File: src/rtl/multicycle_control.sv
// Multi-cycle RV32I control sequencer: FETCH/DECODE/EXEC/MEM/WB with a sticky FAULT state.
// Latency: 3 cycles (branch), 4 (ALU/U/J/store), 5 (load) with zero-wait memories; +1 per wait cycle.
// Backpressure: holds imem/dmem requests until acked; a bounded wait counter forces FAULT on expiry.
module multicycle_control #(
    parameter int MEM_WAIT_MAX = 16,
    parameter bit SUPPORT_UJ   = 1'b1
) (
    input  logic       clk_i,
    input  logic       rst_i,
    input  logic [6:0] Op_i,
    input  logic       imem_ack_i,
    input  logic       dmem_ack_i,
    input  logic       branch_taken_i,
    output logic       imem_req_o,
    output logic       dmem_rd_o,
    output logic       dmem_wr_o,
    output logic       ir_we_o,
    output logic       pc_we_o,
    output logic [1:0] pc_src_o,
    output logic [1:0] ALUOp_o,
    output logic [1:0] ALUSrcA_o,
    output logic       ALUSrc_o,
    output logic [2:0] immSelect_o,
    output logic       RegWrite_o,
    output logic [1:0] MemToReg_o,
    output logic       illegal_o,
    output logic       timeout_o,
    output logic [2:0] state_o
);

    localparam int CW = (MEM_WAIT_MAX > 0) ? $clog2(MEM_WAIT_MAX + 1) : 1;

    localparam logic [6:0] OP_I     = 7'b0010011;
    localparam logic [6:0] OP_R     = 7'b0110011;
    localparam logic [6:0] OP_B     = 7'b1100011;
    localparam logic [6:0] OP_LD    = 7'b0000011;
    localparam logic [6:0] OP_ST    = 7'b0100011;
    localparam logic [6:0] OP_LUI   = 7'b0110111;
    localparam logic [6:0] OP_AUIPC = 7'b0010111;
    localparam logic [6:0] OP_JAL   = 7'b1101111;
    localparam logic [6:0] OP_JALR  = 7'b1100111;

    typedef enum logic [2:0] {
        S_FETCH  = 3'd0,
        S_DECODE = 3'd1,
        S_EXEC   = 3'd2,
        S_MEM    = 3'd3,
        S_WB     = 3'd4,
        S_FAULT  = 3'd5
    } state_t;

    state_t        state, state_nxt;
    logic [6:0]    op_q;
    logic [CW-1:0] wait_cnt;
    logic          illegal_q, timeout_q;
    logic          set_illegal, set_timeout;
    logic          legal, wait_hit;

    // Opcode legality, evaluated on the live IR output during DECODE.
    always_comb begin
        legal = 1'b0;
        case (Op_i)
            OP_I, OP_R, OP_B, OP_LD, OP_ST:          legal = 1'b1;
            OP_LUI, OP_AUIPC, OP_JAL, OP_JALR:       legal = SUPPORT_UJ;
            default:                                 legal = 1'b0;
        endcase
    end

    assign wait_hit = (MEM_WAIT_MAX != 0) && (wait_cnt == CW'(MEM_WAIT_MAX));

    // Next-state and datapath control; everything is forced low while reset is held.
    always_comb begin
        state_nxt   = state;
        set_illegal = 1'b0;
        set_timeout = 1'b0;
        imem_req_o  = 1'b0;
        dmem_rd_o   = 1'b0;
        dmem_wr_o   = 1'b0;
        ir_we_o     = 1'b0;
        pc_we_o     = 1'b0;
        pc_src_o    = 2'd0;
        ALUOp_o     = 2'b00;
        ALUSrcA_o   = 2'd0;
        ALUSrc_o    = 1'b0;
        immSelect_o = 3'd0;
        RegWrite_o  = 1'b0;
        MemToReg_o  = 2'd0;
        illegal_o   = illegal_q;
        timeout_o   = timeout_q;
        state_o     = state;

        // ALU operand/immediate selects are set in EXEC and held through MEM and WB.
        // U-type and JALR need the immediate on the B operand, so ALUSrc is set for them too.
        if (state == S_EXEC || state == S_MEM || state == S_WB) begin
            case (op_q)
                OP_R:     ALUOp_o = 2'b10;
                OP_I:     begin ALUOp_o = 2'b11; ALUSrc_o = 1'b1; end
                OP_LD:    ALUSrc_o = 1'b1;
                OP_ST:    begin ALUSrc_o = 1'b1; immSelect_o = 3'd1; end
                OP_B:     begin ALUOp_o = 2'b01; immSelect_o = 3'd2; end
                OP_LUI:   begin ALUSrcA_o = 2'd2; ALUSrc_o = 1'b1; immSelect_o = 3'd3; end
                OP_AUIPC: begin ALUSrcA_o = 2'd1; ALUSrc_o = 1'b1; immSelect_o = 3'd3; end
                OP_JAL:   immSelect_o = 3'd4;
                OP_JALR:  ALUSrc_o = 1'b1;
                default:  ;
            endcase
        end

        case (state)
            S_FETCH: begin
                imem_req_o = 1'b1;
                if (imem_ack_i) begin
                    ir_we_o   = 1'b1;
                    state_nxt = S_DECODE;
                end else if (wait_hit) begin
                    set_timeout = 1'b1;
                    state_nxt   = S_FAULT;
                end
            end
            S_DECODE: begin
                if (legal) begin
                    state_nxt = S_EXEC;
                end else begin
                    set_illegal = 1'b1;
                    state_nxt   = S_FAULT;
                end
            end
            S_EXEC: begin
                if (op_q == OP_B) begin
                    pc_we_o   = 1'b1;
                    pc_src_o  = branch_taken_i ? 2'd1 : 2'd0;
                    state_nxt = S_FETCH;
                end else if (op_q == OP_LD || op_q == OP_ST) begin
                    state_nxt = S_MEM;
                end else begin
                    state_nxt = S_WB;
                end
            end
            S_MEM: begin
                dmem_rd_o = (op_q == OP_LD);
                dmem_wr_o = (op_q != OP_LD);
                if (dmem_ack_i) begin
                    if (op_q == OP_LD) begin
                        state_nxt = S_WB;
                    end else begin
                        pc_we_o   = 1'b1;
                        state_nxt = S_FETCH;
                    end
                end else if (wait_hit) begin
                    set_timeout = 1'b1;
                    state_nxt   = S_FAULT;
                end
            end
            S_WB: begin
                RegWrite_o = 1'b1;
                pc_we_o    = 1'b1;
                case (op_q)
                    OP_LD:   MemToReg_o = 2'd1;
                    OP_JAL:  begin MemToReg_o = 2'd2; pc_src_o = 2'd2; end
                    OP_JALR: begin MemToReg_o = 2'd2; pc_src_o = 2'd3; end
                    default: ;
                endcase
                state_nxt = S_FETCH;
            end
            S_FAULT: state_nxt = S_FAULT;
            default: state_nxt = S_FETCH;
        endcase

        if (rst_i) begin
            imem_req_o  = 1'b0;
            dmem_rd_o   = 1'b0;
            dmem_wr_o   = 1'b0;
            ir_we_o     = 1'b0;
            pc_we_o     = 1'b0;
            pc_src_o    = 2'd0;
            ALUOp_o     = 2'b00;
            ALUSrcA_o   = 2'd0;
            ALUSrc_o    = 1'b0;
            immSelect_o = 3'd0;
            RegWrite_o  = 1'b0;
            MemToReg_o  = 2'd0;
            illegal_o   = 1'b0;
            timeout_o   = 1'b0;
            state_o     = 3'd0;
        end
    end

    // State, latched opcode, saturating wait counter and sticky fault flags.
    always_ff @(posedge clk_i) begin
        if (rst_i) begin
            state     <= S_FETCH;
            op_q      <= 7'd0;
            wait_cnt  <= '0;
            illegal_q <= 1'b0;
            timeout_q <= 1'b0;
        end else begin
            state <= state_nxt;
            if (state == S_DECODE) begin
                op_q <= Op_i;
            end
            if (state_nxt != state) begin
                wait_cnt <= '0;
            end else if ((state == S_FETCH || state == S_MEM) && wait_cnt != '1) begin
                wait_cnt <= wait_cnt + CW'(1);
            end
            illegal_q <= illegal_q | set_illegal;
            timeout_q <= timeout_q | set_timeout;
        end
    end

endmodule

File: config.mk
export PLATFORM = sky130hd
export DESIGN_NAME = multicycle_control
export DESIGN_NICKNAME = d
export VERILOG_FILES = /design/src/rtl/multicycle_control.sv
export SDC_FILE = /design/constraint.sdc
export NUM_CORES = 1
export LEC_CHECK = 0
export CORE_ASPECT_RATIO = 0.7
export CORE_MARGIN = 1
export CORE_UTILIZATION = 45
export CTS_CLUSTER_DIAMETER = 100
export CTS_CLUSTER_SIZE = 28
export DETAILED_ROUTE_END_ITERATION = 10
export PLACE_DENSITY = 0.75
export SLEW_MARGIN = 15
export SYNTH_ARGS = -nofsm -noshare
export SYNTH_HDL_FRONTEND = slang
export SYNTH_SLANG_ARGS = --single-unit
File: constraint.sdc
create_clock -name clk_i -period 1.9 [get_ports clk_i]
set_input_delay 0.57 -clock clk_i [delete_from_list [all_inputs] [get_ports clk_i]]
set_output_delay 0.57 -clock clk_i [all_outputs]
set_load 0.05 [all_outputs]
==> results.cfg, run 1 <==
[die]
die_h_um = 45.6
rows = 15
io_pins = 35
die_w_um = 64.2
initial_core_util_pct = 48.5

[cts]
cts_hold_buf = 0
ctsResizeCount = 57
cts_root_buf = clkbuf_8
cts_buffer_depth = 2
cts_buffers = 3
post_cts_buffers = 17
cts_sinks = 17
h-tree-depth = 1

[yosys]
yosysSeqAreaShare_pct = 27.9
yosysMostFrequentCell = nand2_1
ys_async_sr_fraction_pct = 0
netlist_top_cells_area = dfxtp_1 (28%), nand2_1 (6.5%), a21oi_1 (6.2%), nor2b_1 (4.6%), nor4_1 (4.6%)
ys_types = 48
synth_area_mm2 = 0.00122
synth_edf_count = 0
ys_warn_count = 0
syn_avg_cell_area_um2 = 7.58
yosysTopAreaCell = dfxtp_1
synth_top_area_share_pct = 27.9
synth_cells = 161
ys_ff_latch = 17
synthTopCellsByCount = nand2_1 (21), dfxtp_1 (17), a21oi_1 (15)
synthFlopType = dfxtp_1
synth_nets = 176

[placement]
gp_congestion = 0.906
hpwl_mm = 4.09
io_buffer_count = 34

[outcome]
run_status = did not finish
error = [ERROR DPL-0038] Utilization greater than 100%, impossible to legalize
stop_stage = clock tree synthesis
logic make-up after synthesis:
group,count (synthesis),synth area share [%]
muxes,3,2.56
xor gates and xnor gates,5,3.59
AOI/OAI and AO/OA,35,18.7
buffers and inverters,15,5.54
adders and majority gates,3,3.08
DFF,17,27.9
and+or+nand+nor,83,38.7
metrics by stage:
| step | area, um2 | setup slack (ns) | cells | util, % | setup TNS, ns |
|---|---|---|---|---|---|
| after floorplan | 1480 | -0.433 | 161 | - | -3.44 |
| after global placement | 2280 | -0.559 | 260 | 90.7 | -10.98 |
| after detailed placement | 2280 | -0.645 | 260 | 90.7 | -12.72 |
==> inputs of run 2 (changes only) <==
==> config.mk (replaced) <==
export PLATFORM = sky130hd
export DESIGN_NAME = multicycle_control
export DESIGN_NICKNAME = d
export VERILOG_FILES = /design/src/rtl/multicycle_control.sv
export SDC_FILE = /design/constraint.sdc
export NUM_CORES = 1
export LEC_CHECK = 0
export CORE_MARGIN = 1
export CORE_UTILIZATION = 30
export DETAILED_ROUTE_END_ITERATION = 10
export PLACE_DENSITY_LB_ADDON = 0.15
export SLEW_MARGIN = 15
export SYNTH_ARGS = -nofsm -noshare
export SYNTH_HDL_FRONTEND = slang
export SYNTH_SLANG_ARGS = --single-unit
==> run 2 against run 1 <==
Against the previous run:
- synthesized cell count stayed put
- synthesized area stayed put
- the flow now finishes, with violations (negative setup slack)
==> results.cfg, run 2 <==
[route]
wl_per_cell_um = 14.1
via_count = 1535
dr.pass1.iters = 4
drc = 0
via_per_inst = 5.19
drt-total-wl_mm = 4.18
drtAntennaViolNets = 0
drtIter0Drc = 33

[outcome]
run_status = finished, violations left
violations = negative setup slack

[yosys]
synth-simple-area-share_pct = 38.7
yosysTopAreaCell = dfxtp_1
ys_types = 48
syn_avg_cell_area_um2 = 7.58
ys_warn_count = 0
ys_async_sr_fraction_pct = 0
synth_compound_area_share_pct = 18.7
synth.area.mux_share_pct = 2.56
synth-xor-area-share_pct = 3.59
ys_ff_latch = 17
synthFlopType = dfxtp_1
synthTopCellsByCount = nand2_1 (21), dfxtp_1 (17), a21oi_1 (15)
yosysMostFrequentCell = nand2_1
synth-adder-area-share_pct = 3.08
yosysSeqAreaShare_pct = 27.9
synth_edf_count = 0
synth_top_area_share_pct = 27.9
synth_top_family_by_area = simple AND/OR/NAND/NOR gates
netlist_top_cells_area = dfxtp_1 (28%), nand2_1 (6.5%), a21oi_1 (6.2%), nor2b_1 (4.6%), nor4_1 (4.6%)
synth_area_mm2 = 0.00122
synth_cells = 161
synth_nets = 176

[layout]
layout.nets = 264
final_area_mm2 = 0.00270
regMostFlops = op_q
area_growth_pct = 122
drive_above_1_share_pct = 56.5
largest_reg_flops = 7
antennaDiodeCount = 0
final_common_cell = buf_4
top_regs = op_q (7), wait_cnt (5), state (3)
layout_common_cells = buf_4 (45), buf_12 (22), nand2_1 (19)

[cts]
path_clk_slew_ns = 0.07
cts_sinks = 17
cts_buffer_depth = 2
cts_hold_buf = 0
cts_tree = yes
clk_latency_ns = 0.25
cts_root_buf = clkbuf_8
cts_buffers = 3
h-tree-depth = 1

[setup_path]
cp.required_ns = 1.33
r2r_cells = 7
arrival_ns = 1.59
cp_max_fo = 7
start_kind = flip-flop
cp-end-kind = primary output
path_class = reg -> out

[sta]
max_clock_freq_mhz = 463
fin_setup_tns_ns = -3.23
slew_headroom_pct = 62.1
whs_ns = 0.510
fin_skew_ns = 0.00893
finalWorstSetupSlack_ns = -0.259
finalCritPeriodShare_pct = 114
finalHoldViolCount = 0
fin_crit_ns = 2.16
grt_setup_unrepaired = true
drv_slew = 0
worst_slew_pin_slew_ns = 0.569
finalSetupViolCount = 18

[die]
die_h_um = 65.8
core-area_mm2 = 0.00377
rows = 22
die-area_mm2 = 0.00433
die_w_um = 65.8
initial_core_util_pct = 32.3
io_pins = 35

[placement]
hpwl_mm = 3.08
placed_cell_area_mm2 = 0.00230
gp_congestion = 0.790
io_buffer_count = 34

[global_routing]
grt_max_degree = 14
grt_pass1_vias = 1495
grt_usage_pct = 20.7
antenna_found_initial = 0
grt_overflow = 0
grt_pass1_wl_mm = 6.93

[power_and_ir_drop]
ir_drop_mv = 0.312
p_per_area_mw_per_mm2 = 464
power_leakage_nw = 1.06

[hold_path]
hold_depth = 2
min_path_type = reg -> reg

[flow_run]
drv_cap = 0
## run 2: cells by family after synthesis
logic type                 count (synthesis)
buffers and inverters                     15
DFF                                       17
and+or+nand+nor                           83
AOI/OAI and AO/OA                         35
xor gates and xnor gates                   5
adders and majority gates                  3
muxes                                      3
## run 2: cell type report
type / count / area [um2]
Clock buffer: 3 / 41.3
Clock inverter: 1 / 5.00
Fill cell: 262 / 1070
Inverter: 6 / 25.0
Multi-Input combinational cell: 129 / 1160
Sequential cell: 17 / 352
Tap cell: 48 / 60.1
Timing Repair Buffer: 92 / 1060
## run 2: through the flow
| stage | util (%) | std cells | total power [mW] | worst slack (ns) |
|---|---|---|---|---|
| final | 71.7 | 296 | 1.26 | -0.259 |
| after global routing | 71.7 | 296 | 1.33 | -0.338 |
| after CTS | 67.4 | 287 | 1.21 | -0.252 |
| after detailed placement | 60.9 | 272 | 0.896 | -0.605 |
| after global placement | 60.9 | 272 | 0.879 | -0.580 |
| after floorplan | - | 161 | 0.707 | -0.433 |
## run 2: what timing repair did
item / in CTS / in global routing
setup buffers: 11 / 9
resized for setup: 40 / 22
cloned: 0 / 0
setup endpoints to repair: 25 / 22
pin swaps: 11 / 12
endpoints found under the hold margin: 0 / 0
## run 2: report_power, final
| group | switching, mW | leakage, nW | internal [mW] |
|---|---|---|---|
| combinational | 0.288 | 0.894 | 0.281 |
| sequential | 0.0288 | 0.141 | 0.385 |
| clock | 0.127 | 0.0255 | 0.145 |
| total | 0.444 | 1.06 | 0.812 |
## run 2: worst max-delay path: stages, from the launching register on
cell and delay, ns:
dfxtp_4 0.36, nand2b_4 0.15, o21ai_4 0.16, nand3_4 0.22, nor3b_4 0.27, buf_12 0.16
## run 2: final timing paths
| path | start | to | slack [ns] |
|---|---|---|---|
| hold reg to reg | timeout_q | timeout_q | 0.51 |
| hold / removal | timeout_q | timeout_q | 0.51 |
| setup / recovery | state[1] | ALUOp_o[1] | -0.26 |
| setup reg to reg | state[2] | wait_cnt[1] | 0.06 |
## run 2: metal layers
| metal | wire length, um | global-route usage (%) |
|---|---|---|
| met5 | 0 | 0 |
| met4 | 19 | 4.35 |
| met3 | 100 | 2.24 |
| met2 | 2160 | 35.8 |
| met1 | 1900 | 27.2 |
Power figures use the tool's default switching activity.
==> inputs of run 3 (changes only) <==
--- a/config.mk
+++ b/config.mk
@@ -5,7 +5,7 @@
 export SDC_FILE = /design/constraint.sdc
 export NUM_CORES = 1
 export LEC_CHECK = 0
-export CORE_MARGIN = 1
+export CORE_MARGIN = 2
 export CORE_UTILIZATION = 30
 export DETAILED_ROUTE_END_ITERATION = 10
 export PLACE_DENSITY_LB_ADDON = 0.15
==> run 3 against run 2 <==
Against the previous run:
- the flow still finishes with violations (negative setup slack)
- fmax about the same
- core utilization is 3.4 points lower
- register-to-register slack improved by 0.06 ns
- highest routed layer unchanged
- combinational power shrank 3%
- via count grew 1.2%
- clock-buffer cell count unchanged
- critical path depth is the same
- first-iteration DRC count is 58% higher
- non-clock buffer count is 2 lower
- global-route usage fell by 0.63 points
==> results.cfg, run 3 (synthesized netlist as in run 2, its figures left out) <==
[setup_path]
cp.required_ns = 1.33
cp_max_fo = 7
cp-end-kind = primary output
arrival_ns = 1.59
cp_slowest_cell = dfxtp_1
start_kind = flip-flop
path_class = reg -> out
critPathBufInv = 2
crit_family = simple AND/OR/NAND/NOR gates
cp_slowest_stage_delay_ns = 0.31
crit_chain = and3b_2, buf_6, nand3_4, nor3b_4, buf_12

[layout]
layout.nets = 262
final_common_cell = buf_4
regMostFlops = op_q
drive_above_1_share_pct = 55.3
area_growth_pct = 121
layout_common_cells = buf_4 (39), buf_12 (21), nand2_1 (19)
top_regs = op_q (7), wait_cnt (5), state (3)
final-instance-count-excl-fill = 296
largest_reg_flops = 7
antennaDiodeCount = 0

[hold_path]
min_path_type = reg -> reg

[cts]
cts_root_buf = clkbuf_8
h-tree-depth = 1
path_clk_slew_ns = 0.06
cts_sinks = 17
clk_latency_ns = 0.26
cts_tree = yes
cts_hold_buf = 0
cts_buffers = 3
cts_buffer_depth = 2

[global_routing]
antenna_found_initial = 0
grt_pass1_vias = 1510
grt_max_degree = 13
grt_pass1_wl_mm = 7.05
grt_usage_pct = 20.0
grt_overflow = 0

[placement]
hpwl_mm = 3.05
place_inst = 274
io_buffer_count = 34
gp_congestion = 0.882

[power_and_ir_drop]
ir_drop_mv = 0.413
power_mw = 1.24
power_leakage_nw = 1.07
p_per_area_mw_per_mm2 = 462

[flow_run]
drv_cap = 0

[sta]
finalCritPeriodShare_pct = 114
fin_skew_ns = 0.0112
whs_ns = 0.505
max_clock_freq_mhz = 463
grt_setup_unrepaired = true
finalHoldViolCount = 0
finalWorstSetupSlack_ns = -0.261
finalSetupViolCount = 19
worst_slew_pin_slew_ns = 0.358
drv_slew = 0
fin_crit_ns = 2.16
slew_headroom_pct = 76.1

[route]
drtAntennaViolNets = 0
via_count = 1553
drt-total-wl_mm = 4.32
drc = 0
drtIter0Drc = 52
dr.pass1.iters = 4
via_per_inst = 5.25
wl_per_cell_um = 14.6

[die]
core-area_mm2 = 0.00394
initial_core_util_pct = 30.9
die_h_um = 67.8
die-area_mm2 = 0.00459
io_pins = 35
die_w_um = 67.8
rows = 23

[outcome]
violations = negative setup slack
run_status = finished, violations left
-- run 3: cell count changes in the layout (fill, tap and decap cells not counted), moves of 2 or more --
cell    previous run  this run
nor4_2             3         1
buf_4             45        39
buf_8              4         6
buf_6             11        14
nor4_1             4         6
-- run 3: metrics by stage --
stage	TNS (ns)	setup slack [ns]	util [%]	area, um2
2_1_floorplan	-3.44	-0.433	-	1480
3_3_place_gp	-11.39	-0.512	58.3	2300
3_5_place_dp	-11.75	-0.531	58.3	2300
4_1_cts	-2.85	-0.261	65.3	2580
5_1_grt	-4.36	-0.337	68.3	2690
6_report	-2.90	-0.261	68.3	2690
-- run 3: repair_timing --
| item | in CTS | in global routing |
|---|---|---|
| gates cloned | 0 | 0 |
| gates resized for setup | 52 | 14 |
| setup endpoints to repair | 25 | 23 |
| pin swaps | 16 | 6 |
| setup buffers | 10 | 8 |
-- run 3: final cells by class --
class	count	area, um2
fillers	284	1250
clock inverters	1	7.51
multi-input cells	129	1140
well taps	50	62.6
clock buffers	3	41.3
flip-flops and latches	17	354
inverters	6	25.0
repair buffers	90	1060
-- run 3: worst min-delay path, stage by stage, from the launching register on --
cell and delay (ns):
dfxtp_2 0.35, nand2_1 0.06, a21oi_1 0.06
-- run 3: final timing paths --
| kind | endpoint | start | slack (ns) | cells after the start |
|---|---|---|---|---|
| worst max-delay path | ALUOp_o[1] | op_q[3] | -0.26 | 5 |
| worst min-delay path | op_q[2] | op_q[2] | 0.51 | 2 |
| worst max register to register | state[0] | state[1] | 0.12 | 9 |
| worst min register to register | op_q[2] | op_q[2] | 0.51 | 2 |
-- run 3: routing by layer --
metal | part of all wire [%] | vias to the layer above | routed length (um) | GRT usage, %
met3 | 5.3 | 8 | 231 | 2.67
met4 | 1.3 | 0 | 55 | 7.25
li1 | - | 761 | - | -
met5 | 0 | - | 0 | 0
met1 | 43 | 740 | 1840 | 26.5
met2 | 51 | 44 | 2190 | 33.1
-- run 3: power breakdown --
group	switching, mW	internal [mW]	total, mW
logic	0.278	0.274	0.552
registers	0.0271	0.385	0.412
clock network	0.133	0.148	0.281
total	0.438	0.806	1.24
==> inputs of run 4 (changes only) <==
==> constraint.sdc (replaced) <==
create_clock -name clk_i -period 2.6 [get_ports clk_i]
set_input_delay 0.78 -clock clk_i [delete_from_list [all_inputs] [get_ports clk_i]]
set_output_delay 0.78 -clock clk_i [all_outputs]
set_load 0.05 [all_outputs]
==> run 4 against run 3 <==
Against the previous run:
- the run now ends clean
- core utilization decreased by 14 points
- setup slack improved by 0.35 ns
- final area decreased by 21%
- non-clock buffer count decreased by 39
- wire length decreased by 20%
- clock-buffer cell count increased by 1
- sequential share of layout area increased by 2.8 points
- sequential cell count unchanged
- via count decreased by 15%
- register-to-register slack improved by 0.78 ns
==> results.cfg, run 4 (synthesized netlist as in run 2, its figures left out) <==
[sta]
fin_skew_ns = 0.00228
grt_setup_unrepaired = false
worst_slew_pin_slew_ns = 0.389
finalWorstSetupSlack_ns = 0.0900
finalCritPeriodShare_pct = 96.5
fin_crit_ns = 2.51
slew_headroom_pct = 73.4
finalHoldViolCount = 0
drv_slew = 0
max_clock_freq_mhz = 398
finalSetupViolCount = 0

[setup_path]
cp.required_ns = 1.82
cp_max_fo = 8
path_class = reg -> out
crit_chain = and3b_1, nand2_1, o31ai_2, a22o_4, buf_4
cp-end-kind = primary output
start_kind = flip-flop
cp_slowest_cell = dfxtp_1
rrSetupSlack_ns = 0.90
arrival_ns = 1.73
cp_slowest_stage_delay_ns = 0.38

[route]
dr.pass1.iters = 4
drtAntennaViolNets = 0
drt-total-wl_mm = 3.46
via_per_inst = 5.16
via_count = 1326
drtIter0Drc = 26
wl_per_cell_um = 13.5
drc = 0

[die]
core-area_mm2 = 0.00394
die-area_mm2 = 0.00459
io_pins = 35
die_w_um = 67.8
rows = 23
die_h_um = 67.8
initial_core_util_pct = 30.9

[placement]
hpwl_mm = 2.82
io_buffer_count = 34
place_ws_ns = -0.244
place_inst = 252
gp_congestion = 0.839

[outcome]
run_status = completed

[layout]
ff_latch_area_um2 = 342
final-instance-count-excl-fill = 257
multiInputGateArea_um2 = 980
area_growth_pct = 75.0
top_regs = op_q (7), wait_cnt (5), state (3)
drive_above_1_share_pct = 34.8
antennaDiodeCount = 0
regMostFlops = op_q
largest_reg_flops = 7
final_common_cell = buf_12
fillers = 343
fin_util_pct = 54.1
layout_common_cells = buf_12 (22), nand2_1 (21), buf_4 (17)
layout.nets = 223

[cts]
cts_sinks = 17
path_clk_slew_ns = 0.06
cts_root_buf = clkbuf_8
cts_buffer_depth = 2
cts_buffers = 3
cts_tree = yes
h-tree-depth = 1
clk_latency_ns = 0.25
cts_hold_buf = 0

[global_routing]
grt_usage_pct = 16.8
grt_max_degree = 13
grt_overflow = 0
grt_pass1_vias = 1292
grt_pass1_wl_mm = 5.89
antenna_found_initial = 0

[power_and_ir_drop]
ir_drop_mv = 0.246
power_leakage_nw = 0.811
p_per_area_mw_per_mm2 = 377

[flow_run]
drv_cap = 0

[hold_path]
min_path_type = reg -> reg
-- run 4: cell types whose count changed in the layout (fill, tap and decap cells not counted), moves of 3 or more --
cell / change
buf_4: -22
buf_8: -6
nor2_1: +4
buf_6: -13
nand2b_1: +3
dfxtp_1: +4
nor2b_1: +4
nor2_4: -5
nor2b_4: -5
nand2b_4: -3
dfxtp_4: -3
-- run 4: worst max-delay path: cells and delay by family, from the launching register on --
family	cells	cell delay, ns
AO/OA/AOI/OAI	2	0.44
buffers and inverters	1	0.18
AND/OR/NAND/NOR	2	0.49
flip-flops	1	0.38
-- run 4: cell type report --
cell class,count,share of cell area (%)
flip-flops and latches,17,16.0
multi-input cells,129,45.9
inverters,6,1.06
well taps,50,2.93
repair buffers,51,32.0
clock buffers,4,2.11
-- run 4: path summary, 6_finish.rpt --
check                   start          end  depth (start not counted)
setup / recovery      op_q[4]      pc_we_o                          5
hold / removal      timeout_q    timeout_q                          2
setup reg to reg  wait_cnt[0]  wait_cnt[4]                          6
hold reg to reg     timeout_q    timeout_q                          2
-- run 4: per-stage QoR --
step	TNS, ns	area, um2	total power [mW]	hold WS (ns)
final	0	2130	0.804	0.469
after global placement	-3.36	2060	0.606	0.447
after CTS	0	2130	0.809	0.474
after floorplan	-0.271	1390	0.506	0.429
after detailed placement	-3.76	2060	0.612	0.458
after global routing	0	2130	0.851	0.490
-- run 4: report_power, final --
part | switching, mW | internal, mW
logic | 0.164 | 0.139
registers | 0.0249 | 0.282
clock network | 0.0855 | 0.109
total | 0.275 | 0.530
-- run 4: metal layers --
layer / wire length [um] / share of wire (%) / global-route usage [%]
met3: 268 / 7.7 / 2.83
met1: 1650 / 48 / 24.6
met4: 44 / 1.3 / 6.50
met2: 1500 / 43 / 24.4
met5: 0 / 0 / 0
-- run 4: repair_timing --
item / in CTS / in global routing
gates resized for setup: 7 / 5
buffers inserted: 1 / 0
endpoints found under the setup margin: 23 / 13
pin swaps: 4 / 1
